===== src/rtl/cpu_mc_seq.sv =====
// Multi-cycle RV32I sequencer: FETCH/EXEC/MEM/WB over req/ack memories.
// Owns PC, IR, ALU-result, memory-data, target and immediate registers, plus the writeback mux.
module cpu_mc_seq #(
    parameter int unsigned     XLEN     = 32,
    parameter logic [XLEN-1:0] RESET_PC = '0,
    parameter int unsigned     MAX_WAIT = 16
) (
    input  logic            clk_i,
    input  logic            rst_i,
    output logic            imem_req_o,
    output logic [XLEN-1:0] imem_addr_o,
    input  logic            imem_ack_i,
    input  logic [31:0]     imem_rdata_i,
    output logic [31:0]     dec_instr_o,
    input  logic            dec_is_load_i,
    input  logic            dec_is_store_i,
    input  logic            dec_reg_we_i,
    input  logic [2:0]      dec_wb_sel_i,
    input  logic [1:0]      dec_pc_sel_i,
    input  logic [XLEN-1:0] dec_imm_i,
    input  logic [XLEN-1:0] alu_out_i,
    input  logic [XLEN-1:0] tgt_pc_i,
    output logic            dmem_req_o,
    output logic            dmem_we_o,
    output logic [XLEN-1:0] dmem_addr_o,
    input  logic            dmem_ack_i,
    input  logic [XLEN-1:0] dmem_rdata_i,
    output logic            rf_we_o,
    output logic [XLEN-1:0] rf_wd_o,
    output logic [XLEN-1:0] pc_o,
    output logic            retire_o,
    output logic [31:0]     instr_cnt_o,
    output logic            err_o
);

    localparam int unsigned      WaitW    = $clog2(MAX_WAIT + 1);
    localparam logic [WaitW-1:0] WaitLast = WaitW'(MAX_WAIT - 1);

    typedef enum logic [2:0] {StBoot, StFetch, StExec, StMem, StWb, StHalt} state_e;

    state_e            state_q;
    logic [XLEN-1:0]   pc_q, alur_q, mdr_q, tgt_q, imm_q;
    logic [31:0]       ir_q, cnt_q;
    logic              err_q;
    logic [WaitW-1:0]  wait_q;

    logic [XLEN-1:0]   pc_plus4, next_pc;
    logic              pc_misaligned, wb_ok;

    always_comb begin
        pc_plus4 = pc_q + XLEN'(4);
        next_pc  = pc_plus4;
        case (dec_pc_sel_i)
            2'b01:   next_pc = tgt_q;
            2'b10:   next_pc = {alur_q[XLEN-1:1], 1'b0};
            default: next_pc = pc_plus4;
        endcase
        pc_misaligned = |next_pc[1:0];

        case (dec_wb_sel_i)
            3'b001:  rf_wd_o = mdr_q;
            3'b010:  rf_wd_o = pc_plus4;
            3'b011:  rf_wd_o = imm_q;
            3'b100:  rf_wd_o = tgt_q;
            default: rf_wd_o = alur_q;
        endcase
    end

    // A misaligned next PC suppresses the whole writeback, not just the PC update.
    assign wb_ok       = (state_q == StWb) && !pc_misaligned;
    assign retire_o    = wb_ok;
    assign rf_we_o     = wb_ok && dec_reg_we_i;
    assign imem_req_o  = (state_q == StFetch);
    assign imem_addr_o = pc_q;
    assign dmem_req_o  = (state_q == StMem);
    assign dmem_we_o   = (state_q == StMem) && dec_is_store_i;
    assign dmem_addr_o = alur_q;
    assign dec_instr_o = ir_q;
    assign pc_o        = pc_q;
    assign instr_cnt_o = cnt_q;
    assign err_o       = err_q;

    always_ff @(posedge clk_i or posedge rst_i) begin
        if (rst_i) begin
            state_q <= StBoot;
            pc_q    <= RESET_PC;
            ir_q    <= 32'h0000_0013;
            alur_q  <= '0;
            mdr_q   <= '0;
            tgt_q   <= '0;
            imm_q   <= '0;
            cnt_q   <= '0;
            err_q   <= 1'b0;
            wait_q  <= '0;
        end else begin
            unique case (state_q)
                StBoot: begin
                    wait_q  <= '0;
                    state_q <= StFetch;
                end
                StFetch: begin
                    if (imem_ack_i) begin
                        ir_q    <= imem_rdata_i;
                        state_q <= StExec;
                    end else if (wait_q == WaitLast) begin
                        err_q   <= 1'b1;
                        state_q <= StHalt;
                    end else begin
                        wait_q <= wait_q + WaitW'(1);
                    end
                end
                StExec: begin
                    alur_q  <= alu_out_i;
                    imm_q   <= dec_imm_i;
                    tgt_q   <= tgt_pc_i;
                    wait_q  <= '0;
                    state_q <= (dec_is_load_i || dec_is_store_i) ? StMem : StWb;
                end
                StMem: begin
                    if (dmem_ack_i) begin
                        if (!dec_is_store_i) mdr_q <= dmem_rdata_i;
                        state_q <= StWb;
                    end else if (wait_q == WaitLast) begin
                        err_q   <= 1'b1;
                        state_q <= StHalt;
                    end else begin
                        wait_q <= wait_q + WaitW'(1);
                    end
                end
                StWb: begin
                    wait_q <= '0;
                    if (pc_misaligned) begin
                        err_q   <= 1'b1;
                        state_q <= StHalt;
                    end else begin
                        pc_q    <= next_pc;
                        cnt_q   <= cnt_q + 32'd1;
                        state_q <= StFetch;
                    end
                end
                StHalt: state_q <= StHalt;
                default: state_q <= StHalt;
            endcase
        end
    end

endmodule

===== config.mk =====
export PLATFORM = sky130hd
export DESIGN_NAME = cpu_mc_seq
export DESIGN_NICKNAME = d
export VERILOG_FILES = /design/src/rtl/cpu_mc_seq.sv
export SDC_FILE = /design/constraint.sdc
export NUM_CORES = 1
export LEC_CHECK = 0
export BUFFER_PORTS_ARGS = -buffer_cell sky130_fd_sc_hd__buf_2
export CORE_MARGIN = 2
export CORE_UTILIZATION = 56
export DETAILED_ROUTE_END_ITERATION = 12
export PLACE_DENSITY = 0.86
export SYNTH_ARGS = -nofsm -noshare
export SYNTH_HDL_FRONTEND = slang
export SYNTH_SLANG_ARGS = --single-unit

===== constraint.sdc =====
create_clock -name clk_i -period 20.8 [get_ports clk_i]
set_input_delay 4.16 -clock clk_i [delete_from_list [all_inputs] [get_ports clk_i]]
set_output_delay 4.16 -clock clk_i [all_outputs]
set_load 0.05 [all_outputs]

### Word-level counts from Yosys, hierarchy flattened

Cells that the tools add are included.

* word-level logic and storage cells: 61
* memories: 0
* latch bits: 0
* register bits after elaboration: 233
* output and inout port bits: 198
* memory bits (writable): 0
* bits in read-only memories: 0

* order comparisons: 0
* div/mod/pow operators: 0
* reduce and logical (&&, ||, !) cells: 15
* bitwise logic cells: 2
* equality and inequality tests: 14
* shifts and indexed selects: 0
* mux-type cells: 17
* multiply operators: 0
* $add $sub $neg: 3

Operator list (count)
* $pmux W32 S4: 1
* $pmux W32 S2: 1
* $add A32 B1 Y32 const B: 1
* $add A32 B3 Y32 const B: 1
* $mux W3: 5
* $mux W5: 3
* $pmux W3 S5: 1
* $pmux W5 S3: 1
* $eq A3 B2 Y1 const B: 4
* $eq A3 B1 Y1 const B: 2
* $eq A3 B3 Y1 const B: 2
* $ne A2 B2 Y1 const B: 3
* $reduce_and A3 Y1: 2
* $reduce_bool A3 Y1: 2
* $add A5 B1 Y5 const B: 1
* $eq A5 B4 Y1 const B: 1
* $mux W1: 4
* $reduce_and A2 Y1: 2
* $reduce_and A4 Y1: 1
* $logic_and A1 B1 Y1: 3
* $logic_not A3 Y1: 1
* $pmux W1 S3: 1
* $reduce_or A3 Y1: 1
* $eq A2 B1 Y1 const B: 1
* 5 further kinds: 6

### Depth between registers and ports, before layout

* word-level depth: 6
* gate-level depth with buffers: 10
* mapped depth without buffers: 8

### Worst setup path after synthesis

Ideal clock, no wire load.

* path kind: input port to output port
* start point: input port dec_wb_sel_i[1]
* end point: output port rf_wd_o[28]
* path buffers: 2
* stages on the path: 7
* data required time: 16640 ps
* arrival time: 6256 ps
* setup slack: 10384 ps
* cell sequence: clkbuf_1 nand2b_1 clkbuf_1 o22ai_1 a22oi_1 nor3_1 nor3_1

* word-level cells in the longest chain between the ends: 2

Ends and longest elaborated chain
* start, declared: RTL line 18 `input logic [2:0] dec_wb_sel_i,`
* $eq A3 B3 Y1 (tied with other cells): RTL line 60 `case (dec_wb_sel_i)`
* $pmux W32 S4 (*): RTL line 60
* end, declared: RTL line 29 `output logic [XLEN-1:0] rf_wd_o,`

Every way passes the cells marked *; elsewhere a longest branch is shown, timed or not.

### Worst setup path in the final report

* start point: input port dec_pc_sel_i[1]
* end point: output port retire_o

* word-level cells in the longest chain between the ends: 5

Ends and longest elaborated chain
* start, declared: RTL line 19 `input logic [1:0] dec_pc_sel_i,`
* $eq A2 B2 Y1 or $eq A2 B1 Y1 (tied branches): RTL line 53 `case (dec_pc_sel_i)`
* $pmux W32 S2 (*): RTL line 53
* $reduce_or A2 Y1 (*): RTL line 58 `pc_misaligned = |next_pc[1:0];`
* $logic_not A1 Y1 (*): RTL line 70 `assign wb_ok = (state_q == StWb) && !pc_misaligned;`
* $logic_and A1 B1 Y1 (*): RTL line 70
* end, declared: RTL line 31 `output logic retire_o,`

Marks and branches as above.

==> impl_metrics.json <==
{
  "dieArea_mm2": 0.0231,
  "clk_pin_slew_worst_paths_ns": 0.06,
  "synth_compound_area_frac": 0.159,
  "clk_latency_ns": 0.53,
  "path_delay_family": "buffers and inverters",
  "synth_adder_area_share": 0.00713,
  "ys.flop_type": "dfrtp_1",
  "grt_overflow": 0,
  "cts_max_level": 1,
  "regArea_mm2": 0.00583,
  "synth_area_mm2": 0.0123,
  "syn_area_per_cell_um2": 10.8,
  "critical_path_arrival_ns": 7.01,
  "antenna_found_initial": 5,
  "tns_ns": 0,
  "grt_pass1_vias": 10474,
  "power.leakage_uw": 0.00692,
  "first_pass_iters": 6,
  "finalWirelength_um": 38900,
  "cts_num_sinks": 233,
  "grt_max_degree": 117,
  "core_mm2": 0.0217,
  "slew_headroom": 0.295,
  "syn_inst": 1140,
  "fillers": 1589,
  "startpoint": "dec_pc_sel_i[1]",
  "fmax_mhz": 89.5,
  "num_io_pins": 370,
  "cpMostUsedCell": "buf_2",
  "cts_resized": 0,
  "finalMaxSlewViolations": 0,
  "power_density_mw_per_mm2": 164,
  "wl_per_cell_um": 22.5,
  "start_util": 0.566,
  "critical_path.max_stage_delay_ns": 0.61,
  "synth_nets": 1319,
  "timing.rr.start": "state_q[1]$_DFF_PP0_",
  "numCtsBuffers": 25,
  "hold_ws_ns": 0.464,
  "fin_crit_ns": 11.17,
  "synth_edf_count": 0,
  "synth_xor_area_frac": 0.0328,
  "final_nets": 1606,
  "drt_iter0_drc": 1410,
  "synthArstFlopShare": 1.00,
  "fin_skew_ns": 0.0103,
  "final-setup-viol-count": 0,
  "utilization": 0.683,
  "r2r_slack_ns": 17.80,
  "p_total_uw": 2420,
  "postCtsSetupBuffers": 0,
  "cp.depth": 8,
  "final_cell_mix": "buf_2 (369), dfrtp_1 (230), mux2_2 (162)",
  "area_growth_pct": 20.6,
  "ff2ff_path_depth": 5,
  "peakVddDrop_uv": 115,
  "antenna_left": 0,
  "dr_total_vias": 10970,
  "grt_pass1_wl_um": 60000,
  "synth_cell_types": 70,
  "die_h_um": 152,
  "cts_hold_buffers": 0,
  "cts_tree": "built",
  "min_path_type": "register to register",
  "ys_ff_latch": 233,
  "start_kind": "input port",
  "synthMuxAreaShare": 0.153,
  "drc": 0,
  "drv_cap": 0,
  "worst_slew_pin_slew_ns": 1.06,
  "crit_end": "retire_o",
  "crit_path_top_delay_cell": "inv_1",
  "hpwl_um": 27700,
  "rsz0062_at_grt": "false",
  "cp_num_buf_inv": 4,
  "synth_top_family_by_area": "compound AO/OA/AOI/OAI gates",
  "worstSetupPathType": "input port to primary output",
  "period_share": 0.537,
  "layout-drive-gt1-share": 0.423,
  "avgViaCountPerCell": 6.34,
  "status": "completed",
  "crit_chain": "buf_2 -> ha_2 -> buf_4 -> nor3b_1 -> a21o_1 -> nand2_1 -> inv_1 -> buf_2",
  "hold_viol": 0,
  "multi_input_area_mm2": 0.00575,
  "fp.dieW_um": 152,
  "r2r_end": "dmem_addr_o[14]$_DFFE_PP0P_",
  "final_common_cell": "buf_2",
  "grt_use_total": 0.324,
  "crit_fanout": 70,
  "gp_congestion": 0.951,
  "yosysWarningCount": 0,
  "port_buffers": 369,
  "end_kind": "primary output",
  "clockBufferDepth": 3,
  "ctsRootBufferMaster": "clkbuf_16",
  "rows": 54,
  "yosysSeqAreaShare": 0.475,
  "yosys.area_share.simple": 0.114,
  "cp.required_ns": 16.64
}
==> report_power, final <==
group | internal [uW] | total (uW) | switching (uW)
clock | 269 | 459 | 190
sequential | 633 | 855 | 222
combinational | 332 | 1110 | 778
==> worst min path at each step <==
stage                                       end  slack [ns]                         from  depth (start not counted)
CTS                           err_o$_DFFE_PP0P_        0.46            err_o$_DFFE_PP0P_                          1
floorplan                 wait_q[3]$_DFFE_PP0P_        0.44        wait_q[3]$_DFFE_PP0P_                          1
finish                        err_o$_DFFE_PP0P_        0.46            err_o$_DFFE_PP0P_                          1
global placement              err_o$_DFFE_PP0P_        0.44            err_o$_DFFE_PP0P_                          1
detailed placement            err_o$_DFFE_PP0P_        0.45            err_o$_DFFE_PP0P_                          1
global route        instr_cnt_o[31]$_DFFE_PP0P_        0.48  instr_cnt_o[31]$_DFFE_PP0P_                          1
==> kinds of logic (layout without fill, tap and decap cells) <==
kind of cell / count (synthesis) / after routing
xor+xnor: 46 / 46
flops: 233 / 233
buf+inv: 142 / 448
fa+ha+maj: 7 / 7
mux: 168 / 168
compound gates: 287 / 287
simple gates: 257 / 257
other cells: 0 / 4
==> synthesized netlist by cell type, types with 3 or more instances <==
master | number | area share
a21oi_1 | 54 | 0.022
a221o_1 | 5 | 0.0041
a221oi_1 | 28 | 0.020
a22o_1 | 23 | 0.016
a22oi_1 | 7 | 0.0043
a31oi_1 | 13 | 0.0066
a41oi_1 | 5 | 0.0036
and2_1 | 5 | 0.0025
and3_1 | 11 | 0.0056
and4_1 | 5 | 0.0036
buf_1 | 6 | 0.0018
buf_2 | 30 | 0.012
buf_4 | 36 | 0.022
clkbuf_1 | 46 | 0.014
dfrtp_1 | 230 | 0.47
dfstp_2 | 3 | 0.0064
ha_1 | 7 | 0.0071
inv_1 | 20 | 0.0061
mux2_2 | 162 | 0.15
mux2i_1 | 5 | 0.0041
nand2_1 | 51 | 0.016
nand2b_1 | 10 | 0.0051
nand3_1 | 33 | 0.013
nand4_1 | 19 | 0.0097
nor2_1 | 58 | 0.018
nor2b_1 | 3 | 0.0015
nor3_1 | 21 | 0.0086
nor4_1 | 16 | 0.0081
o21a_1 | 7 | 0.0043
o21ai_0 | 62 | 0.025
o221ai_1 | 4 | 0.0029
o22a_1 | 18 | 0.013
o22ai_1 | 29 | 0.015
o311ai_0 | 7 | 0.0050
o31a_1 | 5 | 0.0036
o31ai_1 | 6 | 0.0037
or4_1 | 4 | 0.0024
xnor2_1 | 33 | 0.024
xor2_1 | 13 | 0.0093
==> area by class of cell <==
| type | count | share of cell area |
|---|---|---|
| sequential | 233 | 0.394 |
| clock inverter | 11 | 0.00845 |
| antenna | 4 | 0.000676 |
| timing repair buffer | 381 | 0.131 |
| inverter | 21 | 0.00583 |
| tap | 280 | 0.0237 |
| clock buffer | 35 | 0.0488 |
| multi-input combinational | 765 | 0.388 |
==> worst register-to-register path: cells and delay by family (launching register included) <==
kind	cells	cell delay, ns
buf+inv	3	1.38
flops	1	0.57
mux	1	0.48
simple gates	1	0.45
==> flip-flops by register name, indices dropped and copies added (netlist names) <==
signal / cells
dec_instr_o: 32
instr_cnt_o: 32
wait_q: 5
err_o: 1
dmem_addr_o: 32
imem_addr_o: 32
tgt_q: 32
mdr_q: 32
imm_q: 32
state_q: 3
==> metal layers <==
| layer | share of wire | GRT usage | up-vias |
|---|---|---|---|
| met4 | 0.042 | 0.128 | 4 |
| li1 | - | - | 4807 |
| met3 | 0.086 | 0.0593 | 110 |
| met2 | 0.47 | 0.508 | 666 |
| met1 | 0.40 | 0.452 | 5383 |
| met5 | 0.00059 | 0 | - |
==> metrics by stage <==
step / instance area (um^2) / cells / worst slack [ns]
5_1_grt: 14800 / 1729 / 9.49
2_1_floorplan: 12300 / 1140 / 10.26
4_1_cts: 14800 / 1726 / 9.71
3_3_place_gp: 14000 / 1680 / 9.83
6_report: 14800 / 1730 / 9.63
3_5_place_dp: 14000 / 1680 / 9.74
Note: power is estimated with default switching activity, not from simulation.
